[src/rtl/exc_pkg.sv]
// Shared constants and types for the WB-stage exception/CSR commit controller.
// Holds LoongArch exception codes, CSR op encodings, the wb_exc bit positions,
// the controller FSM state enum and the priority-encoder result struct.
package exc_pkg;

  // Exception codes (ECODE) and subcodes (ESUBCODE)
  localparam logic [5:0] ECODE_INT = 6'h00;
  localparam logic [5:0] ECODE_ADE = 6'h08;
  localparam logic [5:0] ECODE_ALE = 6'h09;
  localparam logic [5:0] ECODE_SYS = 6'h0B;
  localparam logic [5:0] ECODE_BRK = 6'h0C;
  localparam logic [5:0] ECODE_INE = 6'h0D;

  localparam logic [8:0] ESUBCODE_NONE = 9'h000;
  localparam logic [8:0] ESUBCODE_ADEF = 9'h000;

  // Bit positions inside wb_exc = {ine, brk, sys, ale, adef}
  localparam int EXC_ADEF = 0;
  localparam int EXC_ALE  = 1;
  localparam int EXC_SYS  = 2;
  localparam int EXC_BRK  = 3;
  localparam int EXC_INE  = 4;

  typedef enum logic [1:0] {
    CSR_OP_NONE = 2'd0,
    CSR_OP_RD   = 2'd1,
    CSR_OP_WR   = 2'd2,
    CSR_OP_XCHG = 2'd3
  } csr_op_e;

  typedef enum logic [1:0] {
    ST_RUN   = 2'd0,
    ST_FLUSH = 2'd1,
    ST_DRAIN = 2'd2
  } state_e;

  typedef struct packed {
    logic       take;
    logic [5:0] ecode;
    logic [8:0] esubcode;
    logic       is_ertn;
  } prio_t;

endpackage

[src/rtl/exc_commit_ctrl_if.sv]
// Bundle of WB-stage, CSR-file and fetch-redirect signals of exc_commit_ctrl.
// master: the commit controller (drives CSR port, strobes, redirect request).
// slave : the surrounding pipeline / CSR file / fetch unit.
interface exc_commit_ctrl_if;
  // WB-stage instruction
  logic        wb_valid;
  logic        wb_ready;
  logic [31:0] wb_pc;
  logic [31:0] wb_vaddr;
  logic [4:0]  wb_exc;
  logic        wb_ertn;
  logic [1:0]  wb_csr_op;
  logic [13:0] wb_csr_num;
  logic [31:0] wb_csr_wdata;
  logic [31:0] wb_csr_mask;
  // Interrupt state from the CSR file
  logic [12:0] int_pending;
  logic        crmd_ie;
  // CSR read/write port
  logic [31:0] csr_rvalue;
  logic [31:0] csr_eentry;
  logic [31:0] csr_era;
  logic        csr_re;
  logic [13:0] csr_num;
  logic        csr_we;
  logic [31:0] csr_wmask;
  logic [31:0] csr_wvalue;
  // Exception / ertn strobes
  logic        ex_valid;
  logic [31:0] ex_pc;
  logic [31:0] ex_vaddr;
  logic [5:0]  ex_ecode;
  logic [8:0]  ex_esubcode;
  logic        ertn_flush;
  // Retire
  logic        commit_valid;
  logic [31:0] rd_value;
  // Redirect handshake toward fetch
  logic        flush_valid;
  logic [31:0] flush_target;
  logic        flush_ack;

  modport master (
    input  wb_valid, wb_pc, wb_vaddr, wb_exc, wb_ertn, wb_csr_op, wb_csr_num,
           wb_csr_wdata, wb_csr_mask, int_pending, crmd_ie, csr_rvalue,
           csr_eentry, csr_era, flush_ack,
    output wb_ready, csr_re, csr_num, csr_we, csr_wmask, csr_wvalue,
           ex_valid, ex_pc, ex_vaddr, ex_ecode, ex_esubcode, ertn_flush,
           commit_valid, rd_value, flush_valid, flush_target
  );

  modport slave (
    output wb_valid, wb_pc, wb_vaddr, wb_exc, wb_ertn, wb_csr_op, wb_csr_num,
           wb_csr_wdata, wb_csr_mask, int_pending, crmd_ie, csr_rvalue,
           csr_eentry, csr_era, flush_ack,
    input  wb_ready, csr_re, csr_num, csr_we, csr_wmask, csr_wvalue,
           ex_valid, ex_pc, ex_vaddr, ex_ecode, ex_esubcode, ertn_flush,
           commit_valid, rd_value, flush_valid, flush_target
  );
endinterface

[src/rtl/exc_prio_enc.sv]
// Combinational priority encoder for a WB instruction's exception sources.
// Order: interrupt > adef > ine > brk > sys > ale; ertn only when nothing above.
// Ports: i_int_take, i_wb_exc {ine,brk,sys,ale,adef}, i_wb_ertn -> o_prio.
module exc_prio_enc
  import exc_pkg::*;
(
  input  logic       i_int_take,
  input  logic [4:0] i_wb_exc,
  input  logic       i_wb_ertn,
  output prio_t      o_prio
);

  always_comb begin
    o_prio.take     = 1'b1;
    o_prio.ecode    = ECODE_INT;
    o_prio.esubcode = ESUBCODE_NONE;
    o_prio.is_ertn  = 1'b0;
    if (i_int_take) begin
      o_prio.ecode = ECODE_INT;
    end else if (i_wb_exc[EXC_ADEF]) begin
      o_prio.ecode    = ECODE_ADE;
      o_prio.esubcode = ESUBCODE_ADEF;
    end else if (i_wb_exc[EXC_INE]) begin
      o_prio.ecode = ECODE_INE;
    end else if (i_wb_exc[EXC_BRK]) begin
      o_prio.ecode = ECODE_BRK;
    end else if (i_wb_exc[EXC_SYS]) begin
      o_prio.ecode = ECODE_SYS;
    end else if (i_wb_exc[EXC_ALE]) begin
      o_prio.ecode = ECODE_ALE;
    end else begin
      // No exception: an ertn (if present) becomes the action
      o_prio.take    = 1'b0;
      o_prio.ecode   = 6'h00;
      o_prio.is_ertn = i_wb_ertn;
    end
  end

endmodule

[src/rtl/exc_commit_ctrl.sv]
// WB/commit-point exception and CSR-access initiator toward the CSR file, with
// a flush/redirect handshake to fetch followed by a fixed wrong-path drain.
// Ports: clk, reset (sync, active-high), bus (exc_commit_ctrl_if.master).
// Optional: define EXC_INT_EN to enable interrupt sampling (else int_take=0).
module exc_commit_ctrl
  import exc_pkg::*;
#(
  parameter int          DRAIN_CYCLES = 2,
  parameter logic [31:0] RESET_PC     = 32'h1c000000
) (
  input  logic                clk,
  input  logic                reset,
  exc_commit_ctrl_if.master   bus
);

  localparam logic [3:0] DRAIN_INIT = 4'(DRAIN_CYCLES - 1);

  state_e      r_state;
  state_e      w_state_nxt;
  logic [3:0]  r_drain_cnt;
  logic [3:0]  w_drain_cnt_nxt;
  logic [31:0] r_flush_target;
  logic [31:0] w_flush_target_nxt;

  logic        w_run;
  logic        w_accept;
  logic        w_int_take;
  prio_t       w_prio;
  logic        w_exc_take;
  logic        w_ertn_take;
  logic        w_commit;
  logic        w_csr_take;
  logic        w_csr_write;

  assign w_run = (r_state == ST_RUN);
  // Reset gates the accept so no strobe can fire while reset is held
  assign w_accept = bus.wb_valid & w_run & ~reset;

`ifdef EXC_INT_EN
  assign w_int_take = bus.crmd_ie & (|bus.int_pending) & w_accept;
`else
  logic w_unused_int;
  assign w_int_take   = 1'b0;
  assign w_unused_int = bus.crmd_ie ^ (|bus.int_pending);
`endif

  exc_prio_enc u_prio (
    .i_int_take (w_int_take),
    .i_wb_exc   (bus.wb_exc),
    .i_wb_ertn  (bus.wb_ertn),
    .o_prio     (w_prio)
  );

  assign w_exc_take  = w_accept & w_prio.take;
  assign w_ertn_take = w_accept & w_prio.is_ertn;
  assign w_commit    = w_accept & ~w_prio.take & ~w_prio.is_ertn;
  assign w_csr_take  = w_commit & (bus.wb_csr_op != CSR_OP_NONE);
  assign w_csr_write = w_csr_take &
                       ((bus.wb_csr_op == CSR_OP_WR) | (bus.wb_csr_op == CSR_OP_XCHG));

  // WB handshake / retire
  assign bus.wb_ready     = w_run;
  assign bus.commit_valid = w_commit;
  assign bus.rd_value     = bus.csr_rvalue;

  // CSR port: read data returns in the same cycle as csr_re
  assign bus.csr_re     = w_csr_take;
  assign bus.csr_num    = bus.wb_csr_num;
  assign bus.csr_we     = w_csr_write;
  assign bus.csr_wvalue = bus.wb_csr_wdata;
  assign bus.csr_wmask  = (bus.wb_csr_op == CSR_OP_XCHG) ? bus.wb_csr_mask :
                          (bus.wb_csr_op == CSR_OP_WR)   ? 32'hffffffff   : 32'h0;

  // Exception / ertn strobes
  assign bus.ex_valid    = w_exc_take;
  assign bus.ex_pc       = bus.wb_pc;
  assign bus.ex_vaddr    = bus.wb_vaddr;
  assign bus.ex_ecode    = w_exc_take ? w_prio.ecode    : 6'h00;
  assign bus.ex_esubcode = w_exc_take ? w_prio.esubcode : 9'h000;
  assign bus.ertn_flush  = w_ertn_take;

  // Redirect
  assign bus.flush_valid  = (r_state == ST_FLUSH);
  assign bus.flush_target = r_flush_target;

  always_comb begin
    w_state_nxt        = r_state;
    w_drain_cnt_nxt    = r_drain_cnt;
    w_flush_target_nxt = r_flush_target;
    case (r_state)
      ST_RUN: begin
        if (w_exc_take) begin
          w_flush_target_nxt = bus.csr_eentry;
          w_state_nxt        = ST_FLUSH;
        end else if (w_ertn_take) begin
          // ERA as seen before any update by this ertn
          w_flush_target_nxt = bus.csr_era;
          w_state_nxt        = ST_FLUSH;
        end
      end
      ST_FLUSH: begin
        if (bus.flush_ack) begin
          w_drain_cnt_nxt = DRAIN_INIT;
          w_state_nxt     = ST_DRAIN;
        end
      end
      ST_DRAIN: begin
        if (r_drain_cnt == 4'd0) begin
          w_state_nxt = ST_RUN;
        end else begin
          w_drain_cnt_nxt = r_drain_cnt - 4'd1;
        end
      end
      default: begin
        w_state_nxt = ST_RUN;
      end
    endcase
  end

  always_ff @(posedge clk) begin
    if (reset) begin
      r_state        <= ST_RUN;
      r_drain_cnt    <= 4'd0;
      r_flush_target <= RESET_PC;
    end else begin
      r_state        <= w_state_nxt;
      r_drain_cnt    <= w_drain_cnt_nxt;
      r_flush_target <= w_flush_target_nxt;
    end
  end

endmodule

[src/flat_wrapper.sv]
// flat-port wrapper written by rule: the top's interface ports become plain ports
module exc_commit_ctrl_flat import exc_pkg::*;
#(
  parameter int          DRAIN_CYCLES = 2,
  parameter logic [31:0] RESET_PC     = 32'h1c000000
)
  (clk, reset, bus_wb_valid, bus_wb_pc, bus_wb_vaddr, bus_wb_exc, bus_wb_ertn, bus_wb_csr_op, bus_wb_csr_num, bus_wb_csr_wdata, bus_wb_csr_mask, bus_int_pending, bus_crmd_ie, bus_csr_rvalue, bus_csr_eentry, bus_csr_era, bus_flush_ack, bus_wb_ready, bus_csr_re, bus_csr_num, bus_csr_we, bus_csr_wmask, bus_csr_wvalue, bus_ex_valid, bus_ex_pc, bus_ex_vaddr, bus_ex_ecode, bus_ex_esubcode, bus_ertn_flush, bus_commit_valid, bus_rd_value, bus_flush_valid, bus_flush_target);
  exc_commit_ctrl_if bus_i ();
  input  logic clk;
  input  logic reset;
  input wire logic [$bits(bus_i.wb_valid)-1:0] bus_wb_valid;
  input wire logic [$bits(bus_i.wb_pc)-1:0] bus_wb_pc;
  input wire logic [$bits(bus_i.wb_vaddr)-1:0] bus_wb_vaddr;
  input wire logic [$bits(bus_i.wb_exc)-1:0] bus_wb_exc;
  input wire logic [$bits(bus_i.wb_ertn)-1:0] bus_wb_ertn;
  input wire logic [$bits(bus_i.wb_csr_op)-1:0] bus_wb_csr_op;
  input wire logic [$bits(bus_i.wb_csr_num)-1:0] bus_wb_csr_num;
  input wire logic [$bits(bus_i.wb_csr_wdata)-1:0] bus_wb_csr_wdata;
  input wire logic [$bits(bus_i.wb_csr_mask)-1:0] bus_wb_csr_mask;
  input wire logic [$bits(bus_i.int_pending)-1:0] bus_int_pending;
  input wire logic [$bits(bus_i.crmd_ie)-1:0] bus_crmd_ie;
  input wire logic [$bits(bus_i.csr_rvalue)-1:0] bus_csr_rvalue;
  input wire logic [$bits(bus_i.csr_eentry)-1:0] bus_csr_eentry;
  input wire logic [$bits(bus_i.csr_era)-1:0] bus_csr_era;
  input wire logic [$bits(bus_i.flush_ack)-1:0] bus_flush_ack;
  output wire logic [$bits(bus_i.wb_ready)-1:0] bus_wb_ready;
  output wire logic [$bits(bus_i.csr_re)-1:0] bus_csr_re;
  output wire logic [$bits(bus_i.csr_num)-1:0] bus_csr_num;
  output wire logic [$bits(bus_i.csr_we)-1:0] bus_csr_we;
  output wire logic [$bits(bus_i.csr_wmask)-1:0] bus_csr_wmask;
  output wire logic [$bits(bus_i.csr_wvalue)-1:0] bus_csr_wvalue;
  output wire logic [$bits(bus_i.ex_valid)-1:0] bus_ex_valid;
  output wire logic [$bits(bus_i.ex_pc)-1:0] bus_ex_pc;
  output wire logic [$bits(bus_i.ex_vaddr)-1:0] bus_ex_vaddr;
  output wire logic [$bits(bus_i.ex_ecode)-1:0] bus_ex_ecode;
  output wire logic [$bits(bus_i.ex_esubcode)-1:0] bus_ex_esubcode;
  output wire logic [$bits(bus_i.ertn_flush)-1:0] bus_ertn_flush;
  output wire logic [$bits(bus_i.commit_valid)-1:0] bus_commit_valid;
  output wire logic [$bits(bus_i.rd_value)-1:0] bus_rd_value;
  output wire logic [$bits(bus_i.flush_valid)-1:0] bus_flush_valid;
  output wire logic [$bits(bus_i.flush_target)-1:0] bus_flush_target;
  assign bus_i.wb_valid = bus_wb_valid;
  assign bus_i.wb_pc = bus_wb_pc;
  assign bus_i.wb_vaddr = bus_wb_vaddr;
  assign bus_i.wb_exc = bus_wb_exc;
  assign bus_i.wb_ertn = bus_wb_ertn;
  assign bus_i.wb_csr_op = bus_wb_csr_op;
  assign bus_i.wb_csr_num = bus_wb_csr_num;
  assign bus_i.wb_csr_wdata = bus_wb_csr_wdata;
  assign bus_i.wb_csr_mask = bus_wb_csr_mask;
  assign bus_i.int_pending = bus_int_pending;
  assign bus_i.crmd_ie = bus_crmd_ie;
  assign bus_i.csr_rvalue = bus_csr_rvalue;
  assign bus_i.csr_eentry = bus_csr_eentry;
  assign bus_i.csr_era = bus_csr_era;
  assign bus_i.flush_ack = bus_flush_ack;
  assign bus_wb_ready = bus_i.wb_ready;
  assign bus_csr_re = bus_i.csr_re;
  assign bus_csr_num = bus_i.csr_num;
  assign bus_csr_we = bus_i.csr_we;
  assign bus_csr_wmask = bus_i.csr_wmask;
  assign bus_csr_wvalue = bus_i.csr_wvalue;
  assign bus_ex_valid = bus_i.ex_valid;
  assign bus_ex_pc = bus_i.ex_pc;
  assign bus_ex_vaddr = bus_i.ex_vaddr;
  assign bus_ex_ecode = bus_i.ex_ecode;
  assign bus_ex_esubcode = bus_i.ex_esubcode;
  assign bus_ertn_flush = bus_i.ertn_flush;
  assign bus_commit_valid = bus_i.commit_valid;
  assign bus_rd_value = bus_i.rd_value;
  assign bus_flush_valid = bus_i.flush_valid;
  assign bus_flush_target = bus_i.flush_target;
  exc_commit_ctrl #(.DRAIN_CYCLES(DRAIN_CYCLES), .RESET_PC(RESET_PC)) u_core (.clk(clk), .reset(reset), .bus(bus_i));
endmodule
[config.mk]
export PLATFORM = sky130hd
export DESIGN_NAME = exc_commit_ctrl_flat
export DESIGN_NICKNAME = d
export VERILOG_FILES = /design/src/rtl/exc_pkg.sv /design/src/rtl/exc_commit_ctrl_if.sv /design/src/rtl/exc_prio_enc.sv /design/src/rtl/exc_commit_ctrl.sv /design/src/flat_wrapper.sv
export SDC_FILE = /design/constraint.sdc
export NUM_CORES = 1
export LEC_CHECK = 0
export ABC_AREA = 1
export BUFFER_PORTS_ARGS = -buffer_cell sky130_fd_sc_hd__buf_4
export CORE_AREA = 2 2 189 191
export DETAILED_ROUTE_END_ITERATION = 8
export DIE_AREA = 0 0 191 193
export SLEW_MARGIN = 20
export SYNTH_ARGS = -nofsm -noshare
export SYNTH_HDL_FRONTEND = slang
export SYNTH_SLANG_ARGS = --single-unit
export TNS_END_PERCENT = 20
[constraint.sdc]
create_clock -name clk -period 1.48 [get_ports clk]
set_clock_uncertainty 0.05 [all_clocks]
set_input_delay 0.296 -clock clk [delete_from_list [all_inputs] [get_ports clk]]
set_output_delay 0.296 -clock clk [all_outputs]
set_load 0.03 [all_outputs]
# Yosys cells after proc, flatten, opt, wreduce, memory -nomap -nowiden
# Index checks and enable logic that the tools add are counted.
# totals
inputBits,264
elab_cells,60
out_inout_bits,228
register_bits,38
# op_classes
n_eq_ne,8
n_bitwise,12
add_sub_neg,1
n_mux,28
n_reduce_logical,8
# ops
operator,n
32-bit 2-to-1 mux,4
4-bit 2-to-1 mux,8
1-bit 2-to-1 mux,10
1-bit bitwise AND,8
2-bit 2-to-1 mux,4
4-bit case mux with 2 select lines,1
"2-bit equality test, second input constant",3
2-bit case mux with 3 select lines,1
3-bit AND reduction,2
2-bit nonzero test,3
4-bit logical NOT,1
"2-bit != test, second input constant",2
"4-bit by 1-bit subtractor with 4-bit output, second input constant",1
"3-bit != test, second input constant",1
1-bit inverter,3
"2-bit by 1-bit equality test with 1-bit output, second input constant",1
2-bit logical NOT,1
"2-bit by 1-bit != test with 1-bit output, second input constant",1
2-bit AND reduction,1
1-bit OR,1

# Depth between registers and ports, before layout
# Gate-level depths: netlist of the first run.
# depth
depth_word,10
depth_mapped,9
mapped_depth_nobuf,8

# Hierarchy
# A second synthesis of the first run with hierarchy kept.
# unflattened
hier_cells,609
hier_area_um2,3772.4
# modules_own_cells
mod,area_per_inst_um2,seq_area_each_um2,cells_each,n_inst
exc_commit_ctrl,3584.7,760.7,578,1
exc_prio_enc,187.7,0.0,31,1

# Least setup slack after synthesis of the first run
# No wires, ideal clock.
# synth_path
path_kind,input to output
startpoint,input port bus_wb_exc[3]
endpoint,output port bus_ertn_flush
stages,4
path_buffers,1
t_required_ps,1134
arrival_ps,1543
setup_slack_ps,-409
path_cell_list,nor2_2 nand3_4 clkbuf_1 nor3_1
# synth_via
elab_chain_len,4
# synth_rtl
item,line,source
from (decl),flat_wrapper.sv:14,input wire logic [$bits(bus_i.wb_exc)-1:0] bus_wb_exc;
1-bit 2-to-1 mux,exc_prio_enc.sv:25,end else if (i_wb_exc[EXC_BRK]) begin
1-bit 2-to-1 mux,exc_prio_enc.sv:23,end else if (i_wb_exc[EXC_INE]) begin
1-bit 2-to-1 mux,exc_prio_enc.sv:20,end else if (i_wb_exc[EXC_ADEF]) begin
1-bit bitwise AND,exc_commit_ctrl.sv:55,assign w_ertn_take = w_accept & w_prio.is_ertn;
to (decl),flat_wrapper.sv:37,output wire logic [$bits(bus_i.ertn_flush)-1:0] bus_ertn_flush;
# Every way passes these cells.

# Worst setup path in the final report of the first run
# layout_path
startpoint,register u_core.r_state[1]
endpoint,output port bus_ertn_flush
# layout_via
elab_chain_len,4
# layout_rtl
item,line,source
from (decl),exc_commit_ctrl.sv:18,state_e r_state;
from (signal assigned),exc_commit_ctrl.sv:126,r_state <= w_state_nxt;
2-bit logical NOT,exc_commit_ctrl.sv:35,assign w_run = (r_state == ST_RUN);
1-bit bitwise AND (2 in series),exc_commit_ctrl.sv:37,assign w_accept = bus.wb_valid & w_run & ~reset;
1-bit bitwise AND,exc_commit_ctrl.sv:55,
# Every way passes these cells.

==> impl_metrics.py, run 1 <==
metrics = {
    "synth": {
        "syn-cell-area_um2": 3580,
        "ys.flop_type": "dfxtp_1",
        "synthArstFlopShare_pct": 0,
        "synth.avg_cell_area_um2": 6.02,
        "synth_commonest_cells": "buf_4 (153), nand2_1 (139), nor2_1 (133)",
        "synth_top_area_cell": "buf_4",
        "ys_ff_latch": 38,
        "synth.distinct_cells": 23,
        "netlist.area_leader.share_pct": 32.1,
        "ys_seq_area_share_pct": 21.3,
        "yosysMostFrequentCell": "buf_4",
        "yosysWarnings": 0,
        "synth_area_leaders": "buf_4 (32%), dfxtp_1 (21%), nand2_1 (15%), nor2_1 (14%), nand3_1 (5.3%)",
        "synth_cells": 594,
        "synth_edf_count": 0,
    },
    "setup_path": {
        "crit_fanout": 3,
        "cp-start-kind": "flop",
        "critPathKind": "flop to output pin",
        "cp.required_ns": 1.13,
        "crit_start": "u_core.r_state[1]",
        "crit_arrival_ns": 1.46,
        "reg2reg_to": "u_core.bus.flush_target[15]",
        "critPathCaptureType": "output pin",
        "reg2reg_slack_ns": -0.24,
        "endpoint": "bus_ertn_flush",
        "rr_startpoint": "u_core.r_state[1]",
        "rr_worst_depth": 12,
    },
    "route": {
        "drc": 0,
        "first_iter_violations": 121,
        "wl_met1_um": 5060,
        "met2_length_um": 6670,
        "vias_per_cell": 3.14,
        "routed-wl-met3_um": 1830,
        "wl_um": 14200,
        "final_antenna_net_count": 0,
        "wire_per_inst_um": 12.9,
        "vias": 3455,
        "dr.max_layer_used": "met4",
        "first_pass_iters": 4,
    },
    "timing": {
        "report.final.slew_viol_count": 0,
        "fmaxAchievable_mhz": 553,
        "final.setup.worst_slack_ns": -0.328,
        "post-route-period-util_pct": 122,
        "finalHoldViolCount": 0,
        "setup_violations": 42,
        "period_needed_ns": 1.81,
        "rsz0062_at_grt": "true",
    },
    "die": {
        "die_h_um": 193,
        "core_um2": 35000,
        "die-width_um": 191,
        "dieArea_um2": 36900,
        "rows": 69,
        "io_pins": 492,
        "start_util_pct": 10.2,
    },
    "grt": {
        "gr-total-overflow": 0,
        "grt_pass1_wl_um": 18800,
        "grt_pass1_vias": 3001,
        "grt_max_degree": 43,
        "grt_usage_pct": 7.17,
        "antenna_found_initial": 0,
    },
    "place": {
        "placed_area_um2": 4580,
        "globalplace.congestion": 0.701,
        "io_buffers": 182,
        "hpwl_um": 11200,
        "dpl.cell_count": 1090,
    },
    "final_layout": {
        "design_area_um2": 4880,
        "layout-drive-gt1-share_pct": 38.4,
        "nets": 908,
        "final_cells": 1102,
        "nFillCells": 4046,
        "antenna_cells": 0,
        "syn_to_final_growth_pct": 36.5,
    },
    "status": {
        "violations": "setup timing",
        "status": "finished with violations",
    },
    "clocking": {
        "ctsHoldBuffers": 0,
        "clk_latency_ns": 0.29,
        "cts_buffers": 5,
        "cts.sinks": 38,
        "cts.path.max_buffers": 2,
        "clk_pin_slew_ns": 0.06,
        "cts_max_level": 2,
        "cts_tree": "yes",
        "root_buffer": "clkbuf_16",
    },
    "min_path": {
        "hp-start": "bus_flush_ack",
        "hold_path_class": "primary input to flop",
    },
    "power_and_ir_drop": {
        "leakage_nw": 2.48,
        "power.density_nw_per_um2": 741,
        "peakVddDrop_v": 0.000344,
    },
    "run": {
        "maxCapViolations": 0,
    },
}
[layer usage]
metal,vias up,GRT usage [%]
li1,1700,-
met1,1469,7.61
met2,208,11.1
met3,78,4.16
met4,0,4.14
met5,-,0
[placed cells by master, fill, tap and decap left out]
cell / n
ha_1: 2
buf_6: 11
nand3_1: 38
inv_2: 6
inv_1: 38
dfxtp_2: 2
conb_1: 11
nand3_4: 1
clkbuf_16: 5
clkbuf_8: 1
nor2_4: 6
nor3_2: 1
inv_6: 1
nand2_1: 135
nor3_1: 1
o21ai_4: 1
nand2_4: 3
nor3_4: 1
nor2_8: 1
buf_12: 7
nor2_2: 4
o21a_1: 1
a21oi_4: 1
clkinvlp_4: 1
nand2_2: 3
nand3b_1: 1
o21ai_0: 2
a21oi_1: 5
buf_4: 190
dfxtp_1: 36
nor2_1: 125
[repair_timing]
action | in CTS | in global routing
pin swaps | 4 | 4
buffers inserted | 3 | 3
gates resized for setup | 22 | 15
setup endpoints to repair | 45 | 48
[worst max-delay path, stage by stage, from the launching register on]
cell and delay [ns]:
dfxtp_2 0.32, inv_2 0.07, nand2_4 0.07, nor2_8 0.10
buf_12 0.12, inv_6 0.03, buf_6 0.12, nor3_4 0.17
buf_6 0.15
[per-stage QoR]
stage          total power (W)  setup slack, ns  hold slack [ns]  setup TNS (ns)  util, %
2_1_floorplan          0.00260          -0.0766            0.315           -1.30        -
3_3_place_gp           0.00246           -0.264            0.410           -6.74     13.1
3_5_place_dp           0.00247           -0.268            0.416           -6.73     13.1
4_1_cts                0.00371           -0.376            0.205          -10.80     13.7
5_1_grt                0.00388           -0.397            0.218          -11.92     14.0
6_report               0.00362           -0.328            0.216           -8.28     14.0
[registers in the layout, summed over array words and instances, names as in the netlist]
| name | cells |
|---|---|
| u_core.r_drain_cnt | 4 |
| u_core.r_state | 2 |
| u_core.bus.flush_target | 32 |
[power breakdown]
part           switching (W)  total (W)  leakage [nW]  internal (W)
sequential         0.0000378    0.00114         0.314       0.00110
combinational       0.000778    0.00135          2.10      0.000571
clock               0.000479    0.00113        0.0688      0.000654
[area by class of cell]
cell class / count / area, um^2 / share of cell area [%]
clock buffers: 6 / 139 / 2.85
inverters: 46 / 181 / 3.72
multi-input cells: 343 / 1530 / 31.3
flip-flops and latches: 38 / 763 / 15.6
well taps: 461 / 577 / 11.8
repair buffers: 208 / 1690 / 34.6
[cell families (layout without fill, tap and decap cells)]
group	after synthesis	count (layout)	share of synthesized area [%]
buf+inv	223	260	39.9
simple gates	320	320	36.2
flops	38	38	21.3
fa+ha+maj	2	2	0.700
compound gates	10	10	1.78
other cells	1	11	0.105
[worst min path at each step]
stage	end	slack, ns	depth (start not counted)
global route	u_core.r_state[0]	0.22	3
detailed placement	u_core.bus.flush_target[26]	0.42	2
global placement	u_core.bus.flush_target[26]	0.41	2
finish	u_core.r_state[0]	0.22	4
floorplan	u_core.r_drain_cnt[1]	0.32	1
CTS	u_core.r_state[0]	0.21	4
Note: power is estimated with default switching activity, not from simulation.
==> run 2, diff against run 1 <==
--- a/config.mk
+++ b/config.mk
@@ -6,7 +6,7 @@
 export NUM_CORES = 1
 export LEC_CHECK = 0
 export ABC_AREA = 1
-export BUFFER_PORTS_ARGS = -buffer_cell sky130_fd_sc_hd__buf_4
+export BUFFER_PORTS_ARGS = -buffer_cell sky130_fd_sc_hd__buf_2
 export CORE_AREA = 2 2 189 191
 export DETAILED_ROUTE_END_ITERATION = 8
 export DIE_AREA = 0 0 191 193
==> run 2 against run 1 <==
Compared with the run above:
- the run still ends with setup timing left
- fmax rose by 0.84%
- first-iteration DRC count rose by 29%
- worst hold slack improved by 0.0051 ns
- register-to-register slack improved by 0.06 ns
- sequential power barely moved
- combinational power fell by 9.6%
- core utilization fell by 1.0 points
- largest power group is now clock
==> impl_metrics.py, run 2 (synthesis gave the netlist of run 1 again) <==
metrics = {
    "setup_path": {
        "critPathKind": "flop to output pin",
        "cp_common_cell": "nand2_4",
        "critPathCaptureType": "output pin",
        "crit_family": "buffers and inverters",
        "crit_arrival_ns": 1.45,
        "path_buf_inv": 4,
        "path_cells": "inv_2 -> nand2_4 -> nor2_8 -> buf_12 -> inv_6 -> nor2_4 -> nand2_4 -> a21oi_4 -> buf_6",
        "rr_worst_depth": 11,
        "crit_fanout": 3,
        "critPathMaxStageDelay_ns": 0.33,
        "endpoint": "bus_csr_re",
        "rr_startpoint": "u_core.r_state[0]",
        "cp-start-kind": "flop",
        "reg2reg_to": "u_core.bus.flush_target[14]",
        "reg2reg_slack_ns": -0.18,
        "crit_start": "u_core.r_state[0]",
        "cp.depth": 9,
        "critPathSlowestCell": "dfxtp_2",
        "cp.required_ns": 1.13,
    },
    "route": {
        "drc": 0,
        "wl_um": 14300,
        "vias_per_cell": 3.11,
        "final_antenna_net_count": 0,
        "first_pass_iters": 4,
        "vias": 3459,
        "first_iter_violations": 156,
        "wire_per_inst_um": 12.9,
    },
    "die": {
        "dieArea_um2": 36900,
        "die_h_um": 193,
        "die-width_um": 191,
        "core_um2": 35000,
        "io_pins": 492,
        "start_util_pct": 10.2,
        "rows": 69,
    },
    "power_and_ir_drop": {
        "power.density_nw_per_um2": 804,
        "power_w": 0.00364,
        "peakVddDrop_v": 0.000341,
        "leakage_nw": 2.40,
    },
    "grt": {
        "grt_max_degree": 43,
        "grt_pass1_wl_um": 18800,
        "antenna_found_initial": 0,
        "grt_pass1_vias": 3009,
        "grt_usage_pct": 7.26,
        "gr-total-overflow": 0,
    },
    "clocking": {
        "cts_max_level": 2,
        "ctsHoldBuffers": 0,
        "root_buffer": "clkbuf_16",
        "clk_latency_ns": 0.29,
        "cts.path.max_buffers": 2,
        "cts_tree": "yes",
        "clk_pin_slew_ns": 0.06,
        "cts.sinks": 38,
        "cts_buffers": 5,
    },
    "final_layout": {
        "layout-drive-gt1-share_pct": 38.4,
        "nets": 914,
        "final_common_cell": "buf_2",
        "utilization_pct": 12.9,
        "nFillCells": 4121,
        "largest_register_ffs": 32,
        "multi_input_area_um2": 1530,
        "design_area_um2": 4520,
        "final_cell_mix": "buf_2 (169), nand2_1 (136), nor2_1 (126)",
        "syn_to_final_growth_pct": 26.5,
        "final_cells": 1111,
        "seq_area_um2": 763,
    },
    "status": {
        "status": "finished with violations",
        "violations": "setup timing",
    },
    "timing": {
        "final.setup.worst_slack_ns": -0.313,
        "period_needed_ns": 1.79,
        "finalHoldViolCount": 0,
        "fmaxAchievable_mhz": 558,
        "rsz0062_at_grt": "true",
        "report.final.slew_viol_count": 0,
        "fin_setup_tns_ns": -6.98,
        "setup_violations": 44,
        "post-route-period-util_pct": 121,
    },
    "place": {
        "io_buffers": 182,
        "hpwl_um": 11400,
        "globalplace.congestion": 0.647,
        "placed_area_um2": 4180,
        "dpl.cell_count": 1094,
    },
    "min_path": {
        "whs_path_depth": 4,
        "hold_path_class": "primary input to flop",
    },
    "run": {
        "maxCapViolations": 0,
    },
}
[run 2: cell type report]
class / count / area share (%)
antenna: 1 / 0.0553
clock buffer: 7 / 2.93
clock inverter: 1 / 0.664
inverter: 46 / 3.93
multi-input combinational: 343 / 33.9
sequential: 38 / 16.9
tap: 461 / 12.7
timing repair buffer: 214 / 28.9
[run 2: routing by layer]
layer  track usage, %  part of all wire [%]  up-vias
li1                 -                     -     1715
met4             4.14                   4.3        0
met2             11.1                    45      197
met1             7.70                    37     1471
met3             4.47                    13       76
met5                0                     0        -
[run 2: how the worst min path moves through the flow]
stage                           startpoint                          end  slack (ns)
2_1_floorplan                        reset        u_core.r_drain_cnt[1]        0.32
3_3_place_gp   u_core.bus.flush_target[26]  u_core.bus.flush_target[26]        0.40
3_5_place_dp   u_core.bus.flush_target[27]  u_core.bus.flush_target[27]        0.41
4_1_cts                      bus_flush_ack            u_core.r_state[0]        0.20
5_1_grt                              reset            u_core.r_state[1]        0.22
6_report                     bus_flush_ack            u_core.r_state[0]        0.22
[run 2: per-stage QoR]
step	setup slack [ns]	hold WS (ns)
5_1_grt	-0.387	0.218
6_report	-0.313	0.221
3_5_place_dp	-0.295	0.407
3_3_place_gp	-0.289	0.402
4_1_cts	-0.362	0.205
2_1_floorplan	-0.0766	0.315
[run 2: timing repair]
action | 4_1_cts | 5_1_grt
setup endpoints to repair | 44 | 46
setup buffers | 5 | 3
pin swaps | 4 | 2
resized for setup | 27 | 16
[run 2: where the power goes]
| part | switching, W | leakage (nW) | total [W] | internal, W |
|---|---|---|---|---|
| clock network | 0.000487 | 0.0781 | 0.00129 | 0.000799 |
| registers | 0.0000355 | 0.314 | 0.00113 | 0.00110 |
| logic | 0.000779 | 2.01 | 0.00122 | 0.000441 |
[run 2: worst min-delay path, cell delays in order]
cell,delay (ns)
buf_2,0.08
inv_1,0.03
nand2_1,0.05
a21oi_1,0.06
==> run 3, diff against run 2 <==
--- a/config.mk
+++ b/config.mk
@@ -5,11 +5,10 @@
 export SDC_FILE = /design/constraint.sdc
 export NUM_CORES = 1
 export LEC_CHECK = 0
-export ABC_AREA = 1
 export BUFFER_PORTS_ARGS = -buffer_cell sky130_fd_sc_hd__buf_2
-export CORE_AREA = 2 2 189 191
+export CORE_AREA = 2 2 192 194
 export DETAILED_ROUTE_END_ITERATION = 8
-export DIE_AREA = 0 0 191 193
+export DIE_AREA = 0 0 194 196
 export SLEW_MARGIN = 20
 export SYNTH_ARGS = -nofsm -noshare
 export SYNTH_HDL_FRONTEND = slang
==> constraint.sdc (replaced) <==
create_clock -name clk -period 1.9 [get_ports clk]
set_clock_uncertainty 0.05 [all_clocks]
set_input_delay 0.38 -clock clk [delete_from_list [all_inputs] [get_ports clk]]
set_output_delay 0.38 -clock clk [all_outputs]
set_load 0.03 [all_outputs]
==> run 3 against run 2 <==
Compared with the run above:
- the flow still finishes with violations (setup timing)
- final area decreased by 6.5%
- synthesized cell count is 23% lower
- worst hold slack gained 0.078 ns
- wire length is 6.1% lower
- clock power decreased by 34%
- sequential share of layout area is 1.1 points higher
- global-route usage shrank 0.95 points
- core utilization down 1.2 points
- register-to-register slack hardly changed
==> impl_metrics.py, run 3 <==
metrics = {
    "power_and_ir_drop": {
        "p_clk_share_pct": 32.7,
        "leakage_nw": 2.02,
        "comb_power_share_pct": 33.3,
        "power.density_nw_per_um2": 615,
        "peakVddDrop_v": 0.000374,
        "power_frac_seq_pct": 34.0,
        "power_switching_w": 0.000932,
        "intPower_w": 0.00167,
        "switching_share_pct": 35.8,
    },
    "synth": {
        "synth_edf_count": 0,
        "yosysMostFrequentCell": "buf_4",
        "yosysWarnings": 0,
        "synth_top_area_cell": "buf_4",
        "synth_commonest_cells": "buf_4 (153), nand2_1 (64), nor2_1 (40)",
        "ys.flop_type": "dfxtp_1",
        "synth_area_leaders": "buf_4 (34%), dfxtp_1 (23%), a311oi_1 (7.3%), a21boi_0 (7.1%), nand2_1 (7.1%)",
        "ys_ff_latch": 38,
        "ys_seq_area_share_pct": 22.6,
        "synth_cells": 459,
        "syn-cell-area_um2": 3360,
        "synth.avg_cell_area_um2": 7.33,
        "netlist.area_leader.share_pct": 34.2,
        "synth.distinct_cells": 34,
        "synthArstFlopShare_pct": 0,
    },
    "place": {
        "placed_area_um2": 3840,
        "hpwl_um": 10700,
        "io_buffers": 182,
        "globalplace.congestion": 0.686,
        "post-place-ws_ns": -0.353,
        "dpl.cell_count": 966,
    },
    "final_layout": {
        "seq_area_um2": 761,
        "antenna_cells": 0,
        "final_common_cell": "buf_2",
        "nFillCells": 4175,
        "multi_input_area_um2": 1290,
        "syn_to_final_growth_pct": 25.7,
        "nets": 781,
        "final_cell_mix": "buf_2 (174), nand2_1 (64), nor2_1 (39)",
        "design_area_um2": 4230,
        "final_cells": 984,
        "layout-drive-gt1-share_pct": 45.7,
        "largest_register_ffs": 32,
    },
    "clocking": {
        "clk_pin_slew_ns": 0.06,
        "cts.path.max_buffers": 2,
        "cts.sinks": 38,
        "ctsHoldBuffers": 0,
        "clk_latency_ns": 0.29,
        "root_buffer": "clkbuf_16",
        "cts_max_level": 2,
        "cts_tree": "yes",
        "cts_buffers": 5,
    },
    "setup_path": {
        "critPathCaptureType": "output pin",
        "cp-start-kind": "flop",
        "path_cells": "or4b_4 -> nor4_4 -> buf_4 -> o21a_1 -> buf_6",
        "critPathMaxStageDelay_ns": 0.58,
        "crit_fanout": 3,
        "critPathSlowestCell": "or4b_4",
        "critPathKind": "flop to output pin",
        "crit_arrival_ns": 1.76,
        "cp.required_ns": 1.47,
    },
    "die": {
        "die_h_um": 196,
        "start_util_pct": 9.32,
        "dieArea_um2": 38000,
        "rows": 70,
        "core_um2": 36100,
        "io_pins": 492,
        "die-width_um": 194,
    },
    "timing": {
        "report.final.slew_viol_count": 0,
        "rsz0062_at_grt": "true",
        "hold_slack_ns": 0.299,
        "final.setup.worst_slack_ns": -0.286,
        "tightest_slew_ns": 0.501,
        "period_needed_ns": 2.19,
        "relSlewSlack_pct": 66.6,
        "finalHoldViolCount": 0,
        "setup_violations": 42,
        "fmaxAchievable_mhz": 457,
        "post-route-period-util_pct": 115,
        "fin_setup_tns_ns": -6.39,
    },
    "route": {
        "wire_per_inst_um": 13.7,
        "wl_um": 13400,
        "final_antenna_net_count": 0,
        "first_iter_violations": 79,
        "first_pass_iters": 4,
        "drc": 0,
        "vias": 3115,
        "vias_per_cell": 3.17,
    },
    "grt": {
        "antenna_found_initial": 2,
        "gr-total-overflow": 0,
        "grt_max_degree": 39,
        "grt_pass1_wl_um": 17900,
        "grt_usage_pct": 6.31,
        "grt_pass1_vias": 2885,
    },
    "min_path": {
        "hold_path_class": "primary input to flop",
    },
    "status": {
        "violations": "setup timing",
        "status": "finished with violations",
    },
    "run": {
        "maxCapViolations": 0,
    },
}
==> run 3: logic make-up after synthesis <==
logic type                 count (synthesis)  synth area share (%)
adders and majority gates                  2                 0.744
DFF                                       38                  22.6
and+or+nand+nor                          128                  16.6
buffers and inverters                    213                  41.9
AOI/OAI and AO/OA                         76                  17.8
muxes                                      1                 0.298
other                                      1                 0.112
==> run 3: power groups by stage <==
| stage | registers, W | logic [W] | clock network (W) |
|---|---|---|---|
| floorplan | 0.00101 | 0.000954 | 0 |
| global placement | 0.000899 | 0.000796 | 0 |
| detailed placement | 0.000901 | 0.000805 | 0 |
| CTS | 0.000883 | 0.000830 | 0.000894 |
| global route | 0.000891 | 0.000937 | 0.000912 |
| finish | 0.000884 | 0.000866 | 0.000851 |
==> run 3: worst paths after layout <==
check	from	end	slack, ns	depth (start not counted)
max	u_core.r_state[0]	bus_csr_re	-0.29	5
min	bus_csr_era[3]	u_core.bus.flush_target[3]	0.30	3
max reg2reg	u_core.r_state[0]	u_core.bus.flush_target[5]	-0.17	8
min reg2reg	u_core.r_drain_cnt[3]	u_core.r_drain_cnt[3]	0.42	2
==> run 3: metrics by stage <==
step                      power, W  util [%]
after floorplan            0.00196         -
after global placement     0.00169      10.7
after detailed placement   0.00171      10.7
after CTS                  0.00261      11.3
after global routing       0.00274      11.7
final                      0.00260      11.7
==> run 3: timing repair <==
item                                    in CTS  in global routing
pin swaps                                   18                  1
cloned                                       0                  2
endpoints found under the setup margin      42                 42
buffers inserted                             6                  2
resized for setup                           19                  9
==> run 3: layer usage <==
layer | global-route usage [%] | part of all wire [%]
met1 | 6.47 | 37
met2 | 9.67 | 44
met3 | 2.66 | 11
met4 | 5.64 | 7.4
met5 | 1.92 | 0.86
==> run 3: cell type report <==
cell class / instances / share of cell area (%)
Multi-Input combinational cell: 218 / 30.5
Sequential cell: 38 / 18.0
Clock buffer: 6 / 3.05
Tap cell: 468 / 13.8
Clock inverter: 2 / 0.325
Inverter: 38 / 3.37
Timing Repair Buffer: 214 / 30.9
==> run 3: worst max-delay path, delay by kind of cell, from the launching register on <==
family | cells | cell delay, ns
compound gates | 1 | 0.13
buf+inv | 2 | 0.30
simple gates | 2 | 0.73
flops | 1 | 0.31
